===== src/rtl/hazard_ctrl_pkg.sv =====
`default_nettype none
// ============================================================================
//  Module      : hazard_ctrl_pkg
//  Description : Shared types and constants for the pipeline hazard sequencer.
//  Revision    : 1.0 - initial release
// ============================================================================
package hazard_ctrl_pkg;

    // Sequencer states, fixed 3-bit encoding
    typedef enum logic [2:0] {
        ST_RUN    = 3'd0,
        ST_MWAIT  = 3'd1,
        ST_DRAIN  = 3'd2,
        ST_HALTED = 3'd3,
        ST_ERR    = 3'd4
    } state_t;

    // Canonical NOP (addi x0,x0,0) loaded by stage flushes
    localparam logic [31:0] C_NOP_INSTR = 32'h0000_0013;

endpackage
`default_nettype wire


===== src/rtl/hazard_ctrl_sat_counter.sv =====
`default_nettype none
// ============================================================================
//  Module      : sat_counter
//  Description : Up-counter that sticks at all-ones instead of wrapping.
//  Revision    : 1.0 - initial release
// ============================================================================
module sat_counter #(
    parameter int CNT_W = 32
) (
    input  logic             clk,
    input  logic             rst_n,
    input  logic             i_inc,
    output logic [CNT_W-1:0] o_cnt
);

    logic [CNT_W-1:0] r_cnt;

    // Count requested events, holding once every bit is set
    always_ff @(posedge clk) begin
        if (!rst_n) begin
            r_cnt <= '0;
        end else if (i_inc && (r_cnt != {CNT_W{1'b1}})) begin
            r_cnt <= r_cnt + 1'b1;
        end
    end

    assign o_cnt = r_cnt;

endmodule
`default_nettype wire


===== src/rtl/hazard_ctrl.sv =====
`default_nettype none
// ============================================================================
//  Module      : hazard_ctrl
//  Description : 5-stage pipeline sequencer: load-use stall, taken-branch
//                flush, data-memory freeze with watchdog, drain/halt control,
//                saturating stall and flush counters.
//  Revision    : 1.0 - initial release
// ============================================================================
module hazard_ctrl
    import hazard_ctrl_pkg::*;
#(
    parameter int REG_ADDR_W = 5,
    parameter int PIPE_DEPTH = 4,
    parameter int MAX_WAIT   = 64,
    parameter int CNT_W      = 32
) (
    input  logic                  clk,
    input  logic                  arst_n,
    input  logic [REG_ADDR_W-1:0] RS1_ID,
    input  logic [REG_ADDR_W-1:0] RS2_ID,
    input  logic [REG_ADDR_W-1:0] RD_ID_EX,
    input  logic                  mem_read_ID_EX,
    input  logic                  branch_taken_EX,
    input  logic                  dmem_busy,
    input  logic                  drain_req,
    output logic                  pc_en,
    output logic                  if_id_en,
    output logic                  id_ex_en,
    output logic                  ex_mem_en,
    output logic                  flush_if_id,
    output logic                  flush_id_ex,
    output logic                  bubble_mem_wb,
    output logic                  drain_done,
    output logic                  wdog_err,
    output logic [CNT_W-1:0]      stall_cnt,
    output logic [CNT_W-1:0]      flush_cnt
);

    localparam int WAIT_W  = $clog2(MAX_WAIT + 1);
    localparam int DRAIN_W = $clog2(PIPE_DEPTH + 1);
    localparam logic [WAIT_W-1:0]  C_WAIT_LIMIT = WAIT_W'(MAX_WAIT);
    localparam logic [DRAIN_W-1:0] C_DRAIN_LAST = DRAIN_W'(PIPE_DEPTH - 1);

    state_t              r_state;
    logic [WAIT_W-1:0]   r_wait_cnt;
    logic [DRAIN_W-1:0]  r_drain_cnt;
    logic                r_draining;   // MWAIT was entered from DRAIN

    logic                w_load_use;
    logic                w_freeze;
    logic                w_drain_active;
    logic                w_fetch_off;
    logic                w_stall_inc;
    logic                w_flush_inc;
    logic [WAIT_W-1:0]   w_wait_inc;
    state_t              w_mode;

    assign w_load_use = mem_read_ID_EX && (RD_ID_EX != '0) &&
                        ((RD_ID_EX == RS1_ID) || (RD_ID_EX == RS2_ID));
    assign w_wait_inc = r_wait_cnt + 1'b1;
    assign drain_done = (r_state == ST_HALTED);
    assign wdog_err   = (r_state == ST_ERR);

    // Mealy stage controls; MWAIT resumes as whichever mode it interrupted
    always_comb begin
        pc_en          = 1'b1;
        if_id_en       = 1'b1;
        id_ex_en       = 1'b1;
        ex_mem_en      = 1'b1;
        flush_if_id    = 1'b0;
        flush_id_ex    = 1'b0;
        bubble_mem_wb  = 1'b0;
        w_freeze       = 1'b0;
        w_stall_inc    = 1'b0;
        w_flush_inc    = 1'b0;
        w_mode         = r_state;
        if (r_state == ST_MWAIT) begin
            w_mode = r_draining ? ST_DRAIN : ST_RUN;
        end
        w_drain_active = (w_mode == ST_DRAIN) && drain_req;
        w_fetch_off    = w_drain_active || (w_mode == ST_HALTED);

        if (r_state == ST_ERR) begin
            pc_en         = 1'b0;
            if_id_en      = 1'b0;
            id_ex_en      = 1'b0;
            ex_mem_en     = 1'b0;
            bubble_mem_wb = 1'b1;
        end else if (dmem_busy && (r_state != ST_HALTED)) begin
            // Whole pipe frozen; EX keeps any branch for re-presentation
            pc_en         = 1'b0;
            if_id_en      = 1'b0;
            id_ex_en      = 1'b0;
            ex_mem_en     = 1'b0;
            bubble_mem_wb = 1'b1;
            w_freeze      = 1'b1;
            w_stall_inc   = 1'b1;
        end else begin
            pc_en       = !w_fetch_off;
            flush_if_id = w_drain_active;
            if (branch_taken_EX) begin
                // Any concurrent load-use belongs to the wrong path
                flush_if_id = 1'b1;
                flush_id_ex = 1'b1;
                w_flush_inc = 1'b1;
            end else if (w_load_use) begin
                // Hold the consumer in IF/ID; it must not be replaced by a NOP
                pc_en       = 1'b0;
                if_id_en    = 1'b0;
                flush_if_id = 1'b0;
                flush_id_ex = 1'b1;
                w_stall_inc = 1'b1;
            end
        end
    end

    // Sequencer state, memory-wait watchdog and drain progress
    always_ff @(posedge clk) begin
        if (!arst_n) begin
            r_state     <= ST_RUN;
            r_wait_cnt  <= '0;
            r_drain_cnt <= '0;
            r_draining  <= 1'b0;
        end else if (r_state != ST_ERR) begin
            if (w_freeze) begin
                r_wait_cnt <= w_wait_inc;
                r_draining <= (w_mode == ST_DRAIN);
                if (w_wait_inc == C_WAIT_LIMIT) begin
                    r_state <= ST_ERR;
                end else begin
                    r_state <= ST_MWAIT;
                end
            end else begin
                r_wait_cnt <= '0;
                r_draining <= 1'b0;
                case (w_mode)
                    ST_RUN: begin
                        // Drain starts only on a cycle with no other event
                        if (drain_req && !branch_taken_EX && !w_load_use) begin
                            r_state     <= ST_DRAIN;
                            r_drain_cnt <= '0;
                        end else begin
                            r_state <= ST_RUN;
                        end
                    end
                    ST_DRAIN: begin
                        if (!drain_req) begin
                            r_state     <= ST_RUN;
                            r_drain_cnt <= '0;
                        end else if (r_drain_cnt == C_DRAIN_LAST) begin
                            r_state     <= ST_HALTED;
                            r_drain_cnt <= '0;
                        end else begin
                            r_state     <= ST_DRAIN;
                            r_drain_cnt <= r_drain_cnt + 1'b1;
                        end
                    end
                    ST_HALTED: begin
                        if (!drain_req) begin
                            r_state <= ST_RUN;
                        end
                    end
                    default: begin
                        r_state <= ST_RUN;
                    end
                endcase
            end
        end
    end

    sat_counter #(.CNT_W(CNT_W)) u_stall_cnt (
        .clk   (clk),
        .rst_n (arst_n),
        .i_inc (w_stall_inc),
        .o_cnt (stall_cnt)
    );

    sat_counter #(.CNT_W(CNT_W)) u_flush_cnt (
        .clk   (clk),
        .rst_n (arst_n),
        .i_inc (w_flush_inc),
        .o_cnt (flush_cnt)
    );

endmodule
`default_nettype wire


===== config.mk =====
export PLATFORM = sky130hd
export DESIGN_NAME = hazard_ctrl
export DESIGN_NICKNAME = d
export VERILOG_FILES = /design/src/rtl/hazard_ctrl_pkg.sv /design/src/rtl/hazard_ctrl_sat_counter.sv /design/src/rtl/hazard_ctrl.sv
export SDC_FILE = /design/constraint.sdc
export NUM_CORES = 1
export LEC_CHECK = 0
export ABC_AREA = 1
export ABC_CLOCK_PERIOD_IN_PS = 2200
export CORE_ASPECT_RATIO = 1.5
export CORE_MARGIN = 1
export CORE_UTILIZATION = 35
export CTS_CLUSTER_SIZE = 10
export DETAILED_ROUTE_END_ITERATION = 16
export SLEW_MARGIN = 20
export SYNTH_ARGS = -nofsm -noshare
export SYNTH_HDL_FRONTEND = slang
export SYNTH_SLANG_ARGS = --single-unit

===== constraint.sdc =====
create_clock -name clk -period 2.2 [get_ports clk]
set_input_delay 0.33 -clock clk [delete_from_list [all_inputs] [get_ports clk]]
set_output_delay 0.33 -clock clk [all_outputs]
set_load 0.03 [all_outputs]

==> results of run 1 <==
## cell usage after synthesis, drive strengths merged
master   instances  area, µm²
xor2            35        307
o21ai            9       45.0
nor2           117        447
nand2          247        930
a31o             1       8.76
inv             87        327
nand4           44        282
buf             14       91.3
and3             1       6.26
nor3b            1       7.51
nand3b           4       30.0
xnor2           14        123
o2111ai          1       8.76
dfxtp           78       1560
clkbuf          12       45.0
nand3           29        150
a21oi           67        335
ha               5       62.6
a31oi            1       6.26
nor3            26        140
o21bai           2       15.0
or2              1       6.26
nor4             2       12.5
## tightest hold or removal path, stage by stage, from the launching register on
cell	delay, ns
dfxtp_1	0.31
nand2_1	0.06
a21oi_1	0.05
## what timing repair did
| item | CTS | global route |
|---|---|---|
| resized for setup | 1 | 15 |
| hold endpoints to repair | 0 | 0 |
| endpoints found under the setup margin | 1 | 5 |
| pin swaps | 0 | 1 |
## cell type report
class / count / area [µm²] / area share, %
inverter: 87 / 327 / 4.93
multi-input combinational: 607 / 2950 / 44.5
tap: 162 / 203 / 3.06
sequential: 78 / 1560 / 23.6
timing repair buffer: 133 / 1310 / 19.8
clock inverter: 6 / 38.8 / 0.586
clock buffer: 10 / 229 / 3.46
## sequential cells by signal, summed over array words and instances (netlist names)
signal / count
r_drain_cnt: 3
r_draining: 1
u_stall_cnt.o_cnt: 32
r_state: 3
r_wait_cnt: 7
u_flush_cnt.o_cnt: 32
## worst min-delay path by stage
stage               startpoint         end  slack [ns]
floorplan           r_draining  r_draining        0.45
global placement    r_draining  r_draining        0.46
detailed placement  r_draining  r_draining        0.47
CTS                 r_draining  r_draining        0.48
global route        r_draining  r_draining        0.50
finish              r_draining  r_draining        0.47
## cell usage in the layout, fill, tap and decap left out, types with 4 or more instances in the layout
| cell type | n |
|---|---|
| buf_4 | 39 |
| ha_1 | 5 |
| inv_1 | 83 |
| clkdlybuf4s50_1 | 81 |
| nor3_1 | 23 |
| nand2_1 | 243 |
| inv_2 | 4 |
| o21ai_0 | 7 |
| buf_12 | 7 |
| nand4_1 | 43 |
| dlymetal6s2s_1 | 5 |
| a21oi_1 | 66 |
| dfxtp_1 | 78 |
| clkbuf_16 | 9 |
| nand3b_1 | 4 |
| nor2_1 | 114 |
| nand3_1 | 26 |
| xnor2_1 | 14 |
| xor2_1 | 35 |
| nand2_2 | 4 |
## through the flow
stage,power (µW),worst slack [ns],std cells
after global placement,1780,-0.220,1067
after floorplan,1630,0.0801,798
after global routing,3260,-0.00410,1083
after detailed placement,1780,-0.235,1067
final,3140,0.123,1083
after CTS,3170,0.00624,1083
## logic make-up (layout without fill, tap and decap cells)
logic type	Yosys count	after routing	synth area share, %
buffers and inverters	113	236	9.36
XOR/XNOR	49	49	8.68
flip-flops	78	78	31.6
AND/OR/NAND/NOR	472	472	40.7
AO/OA/AOI/OAI	81	81	8.47
adder cells (fa/ha/maj)	5	5	1.26
## power by group
| part | internal [µW] | switching, µW | total, µW |
|---|---|---|---|
| logic | 133 | 177 | 310 |
| clock network | 761 | 628 | 1390 |
| registers | 1420 | 13.5 | 1440 |
## metal layers
metal / wire [µm] / up-vias / GRT usage, %
met4: 757 / 0 / 12.7
li1: - / 2784 / -
met3: 513 / 50 / 3.03
met2: 8120 / 152 / 41.3
met1: 5950 / 2496 / 21.7
met5: 0 / - / 0
==> key figures, run 1 <==
Worst setup path
  – CP Capture Point: flush_if_id
  – Slowest stage delay, CP: just over 0.5 ns
  – CP delay by family, top: buffers and inverters
  – CP max stage cell: clkdlybuf4s50_1
  – Setup CP Type: input pin to output port
  – CP Depth: 12
  – CP Capture Type: output port
  – Reg2reg start: u_flush_cnt.o_cnt[0]
  – Worst Path Buf+Inv: 4
  – Flop2flop setup slack: 0.24 ns
  – Critical path launch point: RD_ID_EX[2]
  – Worst-path maximum fanout: 3
  – Reg2Reg Capture Point: u_flush_cnt.o_cnt[11]
  – Reg2reg path depth: 10
  – Worst Path Arrival: 1.75 ns
  – Worst setup SP type: input pin
  – WP data required: 1.87 ns
  – Crit-path cells: clkdlybuf4s50_1 > inv_1 > nand2_1 > nand2_1 > nor2_1 > nand3_1 > nand2_2 > nand3_2 > nand2_2 > buf_4 > a21oi_1 > buf_4

Global routing
  – First-pass GRT wire length: 24800 µm
  – Vias in the first global route: 5266
  – GRT Total Usage: 21.5%
  – Overflow left after global routing: 0
  – Largest net degree at the start of global routing: 34
  – Antenna violations before repair: 0

STA
  – Fmax: 0.482 GHz
  – Fin crit period: 2.08 ns
  – Slew @ Worst Pin: 0.505 ns
  – Worst slew margin: around two thirds
  – Endpoints failing hold: 0
  – Final hold slack: 0.472 ns
  – Final setup fails: 0
  – Max Clock Skew: 0.00877 ns
  – Max Slew Vio Count: 0
  – Total negative setup slack: 0 ns
  – Fin crit share: 94.4%

Floorplanning
  – Placeable Area: 13700 µm²
  – I/O Pins: 94
  – Die area: around 15000 µm²
  – Row cnt: 52
  – Die X-Extent: 99.1 µm
  – Initial core utilization: 36.2%
  – DIE HEIGHT: 148 µm

Placement
  – I/O Buffers: 93
  – Placed Instance Area: roughly 6300 µm²
  – Placer Congestion: 0.941
  – HPWL after DPL: 11800 µm

Routing
  – Vias per cell: 5.06
  – Post-DR wirelength/cell: 14.2 µm
  – Final wirelength: 15300 µm
  – ANT nets after route: 0
  – First drt pass iteration count: 5
  – Via count: 5482
  – DRC errors left: 0
  – DRT iter0 DRCs: 170

Clocking
  – CTS Sinks: 78
  – CTS tree: yes
  – Clock latency on the worst-skew pair: between 0.3 and 0.4 ns
  – Clock root cell: clkbuf_16
  – Clock Path Buffers: 2
  – CTS buffer count: 9
  – Post-CTS Hold Buffers: 0
  – H-tree depth: 3
  – Post-CTS setup buffer count: 0
  – Reg clk slew, reported paths: 0.06 ns

Run status
  – Status: finished clean

Power
  – Max rail drop VDD: 0.000293 V
  – Leak pwr: 0.00249 µW
  – Power Density: around 470 nW/µm²

Worst hold path
  – Worst Hold Depth: 2
  – Hold Crit Class: register to register

Final layout
  – Design area: about 6600 µm²
  – Fillers: about 1500
  – Final #Nets: 942
  – ANT cells: 0
  – Fin util: between 40% and 50%
  – Share of cells above drive strength 1: 8.90%
  – Area delta synth->final: 33.8%

Synth
  – Flops & latches, synth: 78
  – Yosys cell types: 33
  – Yosys Warn Count: 0
  – Netlist Area Pre-Place: 4950 µm²
  – Post-Syn Nets: between 800 and 900
  – Share of the yosys chip area belonging to registers: about a third
  – Mean Syn Cell Area: 6.20 µm²
  – Post-Synthesis Cells: 798

Run
  – Number of max-cap violations: 0
Note: power is estimated with default switching activity, not from simulation.
==> run 2: changes to the inputs <==
- ABC_CLOCK_PERIOD_IN_PS: 2200 -> 2050
- clock period: 2.2 -> 2.05 ns (I/O delays scaled with it)
==> key figures, run 2 (same netlist as run 1, synthesis figures left out) <==
Routing
  – Metal2 WL: a little over 8000 µm
  – Wire length on met3: 496 µm
  – Met1 WL: between 6000 and 7000 µm
  – First drt pass iteration count: 5
  – Vias per cell: about 5.0
  – DRC errors left: 0
  – ANT nets after route: 0
  – Via count: 5562
  – Final wirelength: 15700 µm
  – Post-DR wirelength/cell: 14.2 µm
  – DRT iter0 DRCs: 219
  – Max Used Layer: met4

Global routing
  – Vias in the first global route: 5380
  – Antenna violations before repair: 0
  – Overflow left after global routing: 0
  – GRT Total Usage: 22.3%
  – Largest net degree at the start of global routing: 34
  – First-pass GRT wire length: 25700 µm

Worst hold path
  – Hold Crit Class: register to register

Final layout
  – Design area: between 6000 and 7000 µm²
  – ANT cells: 0
  – Register area: 1560 µm²
  – Highest-count cells in the layout ignoring fill and taps: nand2_1 (244), nor2_1 (113), inv_1 (81)
  – Final #Nets: 964
  – Share of cells above drive strength 1: 11.7%
  – Commonest non-fill, non-tap cell in the layout: nand2_1
  – Final Non-Filler Cells: 1105
  – Fillers: approximately 1500
  – Footprint of the multi-input gates: slightly below 3000 µm²
  – Area delta synth->final: 37.2%

Floorplanning
  – Row cnt: 52
  – Die X-Extent: 99.1 µm
  – I/O Pins: 94
  – Die area: 14600 µm²
  – DIE HEIGHT: 148 µm
  – Placeable Area: 13700 µm²
  – Initial core utilization: 36.2%

Worst setup path
  – CP Capture Type: register
  – Crit-path cells: ha_1 > nand3_1 > or2_4 > nor2_2 > nand2_1 > nand2_2 > inv_2 > buf_12 > buf_4 > o21ai_1 > a21oi_1
  – Worst Path Buf+Inv: 3
  – Setup CP Type: register to register
  – Slowest stage delay, CP: 0.36 ns
  – Worst setup SP type: register
  – Worst Path Arrival: 2.14 ns
  – WP data required: 2.27 ns
  – CP max stage cell: dfxtp_2
  – Worst-path maximum fanout: 17
  – CP delay by family, top: simple AND/OR/NAND/NOR gates

Placement
  – I/O Buffers: 93
  – Placer Congestion: 0.935
  – Pre-CTS setup slack: -0.351 ns
  – Placed Instance Area: 6470 µm²
  – HPWL after DPL: between 10000 and 15000 µm
  – DP Cell Count: around 1100

STA
  – Worst slew margin: 72.8%
  – Total negative setup slack: 0 ns
  – Endpoints failing hold: 0
  – Max Slew Vio Count: 0
  – Post-route setup slack: about 0.13 ns
  – Fin crit share: between 90% and 100%
  – Fin crit period: 1.92 ns
  – Max Clock Skew: 0.00693 ns
  – Unrepaired setup endpoints after global routing: yes
  – Slew @ Worst Pin: around 0.4 ns
  – Fmax: 0.520 GHz
  – Final setup fails: 0

Power
  – Internal: 2520 µW
  – Power Density: ~500 nW/µm²
  – Max rail drop VDD: 0.000346 V
  – NetSw: 854 µW
  – Leak pwr: 0.00263 µW
  – Combinational group share of total power: about a tenth
  – Sw frac: 25.3%
  – Power share of the clock group: between 40 and 50%
  – Sequential share of power: 45.6%
  – Total chip power: 3370 µW

Run
  – Number of max-cap violations: 0

Clocking
  – Reg clk slew, reported paths: 0.06 ns
  – Clock latency on the worst-skew pair: 0.34 ns
  – H-tree depth: 3
  – Post-CTS setup buffer count: 0
  – CTS buffer count: 9
  – Post-CTS Hold Buffers: 0
  – CTS tree: yes
  – Clock root cell: clkbuf_16
  – Clock Path Buffers: 2
  – CTS Sinks: 78

Run status
  – Status: finished clean
run 2: cell types whose count changed in the layout (fill, tap and decap cells not counted), moves of 2 or more:
cell / previous run / this run
clkdlybuf4s50_1: 81 / 71
buf_6: 0 / 2
inv_1: 83 / 81
nor3_2: 3 / 5
nor3_1: 23 / 21
dfxtp_2: 0 / 2
dlygate4sd2_1: 0 / 7
dfxtp_1: 78 / 76
inv_2: 4 / 6
dlymetal6s2s_1: 5 / 8
buf_12: 7 / 5
buf_4: 39 / 61
run 2: final cells by class:
| class | instances | share of cell area [%] |
|---|---|---|
| Clock buffer | 12 | 3.63 |
| Clock inverter | 4 | 0.332 |
| Inverter | 87 | 4.81 |
| Multi-Input combinational cell | 607 | 43.7 |
| Sequential cell | 78 | 23.0 |
| Tap cell | 162 | 2.99 |
| Timing Repair Buffer | 155 | 21.5 |
run 2: final timing paths:
check	start	end	slack (ns)	depth (start not counted)
min reg2reg	u_flush_cnt.o_cnt[0]	u_flush_cnt.o_cnt[0]	0.47	1
max reg2reg	u_flush_cnt.o_cnt[0]	u_flush_cnt.o_cnt[0]	0.13	11
min	u_flush_cnt.o_cnt[0]	u_flush_cnt.o_cnt[0]	0.47	1
max	u_flush_cnt.o_cnt[0]	u_flush_cnt.o_cnt[0]	0.13	11
run 2: worst reg2reg max path, cell delays in order (launching register included):
cell and delay (ns):
dfxtp_2 0.36, ha_1 0.17, nand3_1 0.13, or2_4 0.31, nor2_2 0.14, nand2_1 0.08
nand2_2 0.09, inv_2 0.06, buf_12 0.14, buf_4 0.17, o21ai_1 0.11, a21oi_1 0.05
run 2: power by group through the flow:
stage               logic [µW]  clock network (µW)  registers, µW
CTS                        342                1530           1540
global placement           341                   0           1570
finish                     339                1500           1540
detailed placement         343                   0           1570
floorplan                  165                   0           1590
global route               373                1600           1540
run 2: per-stage QoR:
stage / hold slack (ns) / util, %
after floorplan: 0.446 / -
after global placement: 0.448 / 47.3
after detailed placement: 0.457 / 47.3
after CTS: 0.465 / 49.3
after global routing: 0.489 / 49.7
final: 0.467 / 49.7
run 2: what timing repair did:
| action | in CTS | in global routing |
|---|---|---|
| pin swaps | 0 | 6 |
| gates cloned | 0 | 0 |
| setup endpoints to repair | 5 | 11 |
| gates resized for setup | 14 | 20 |
run 2: layer usage:
| layer | vias up | track usage, % |
|---|---|---|
| met5 | - | 0 |
| met4 | 0 | 11.2 |
| met3 | 37 | 3.59 |
| met2 | 147 | 41.8 |
| met1 | 2543 | 23.8 |
| li1 | 2835 | - |
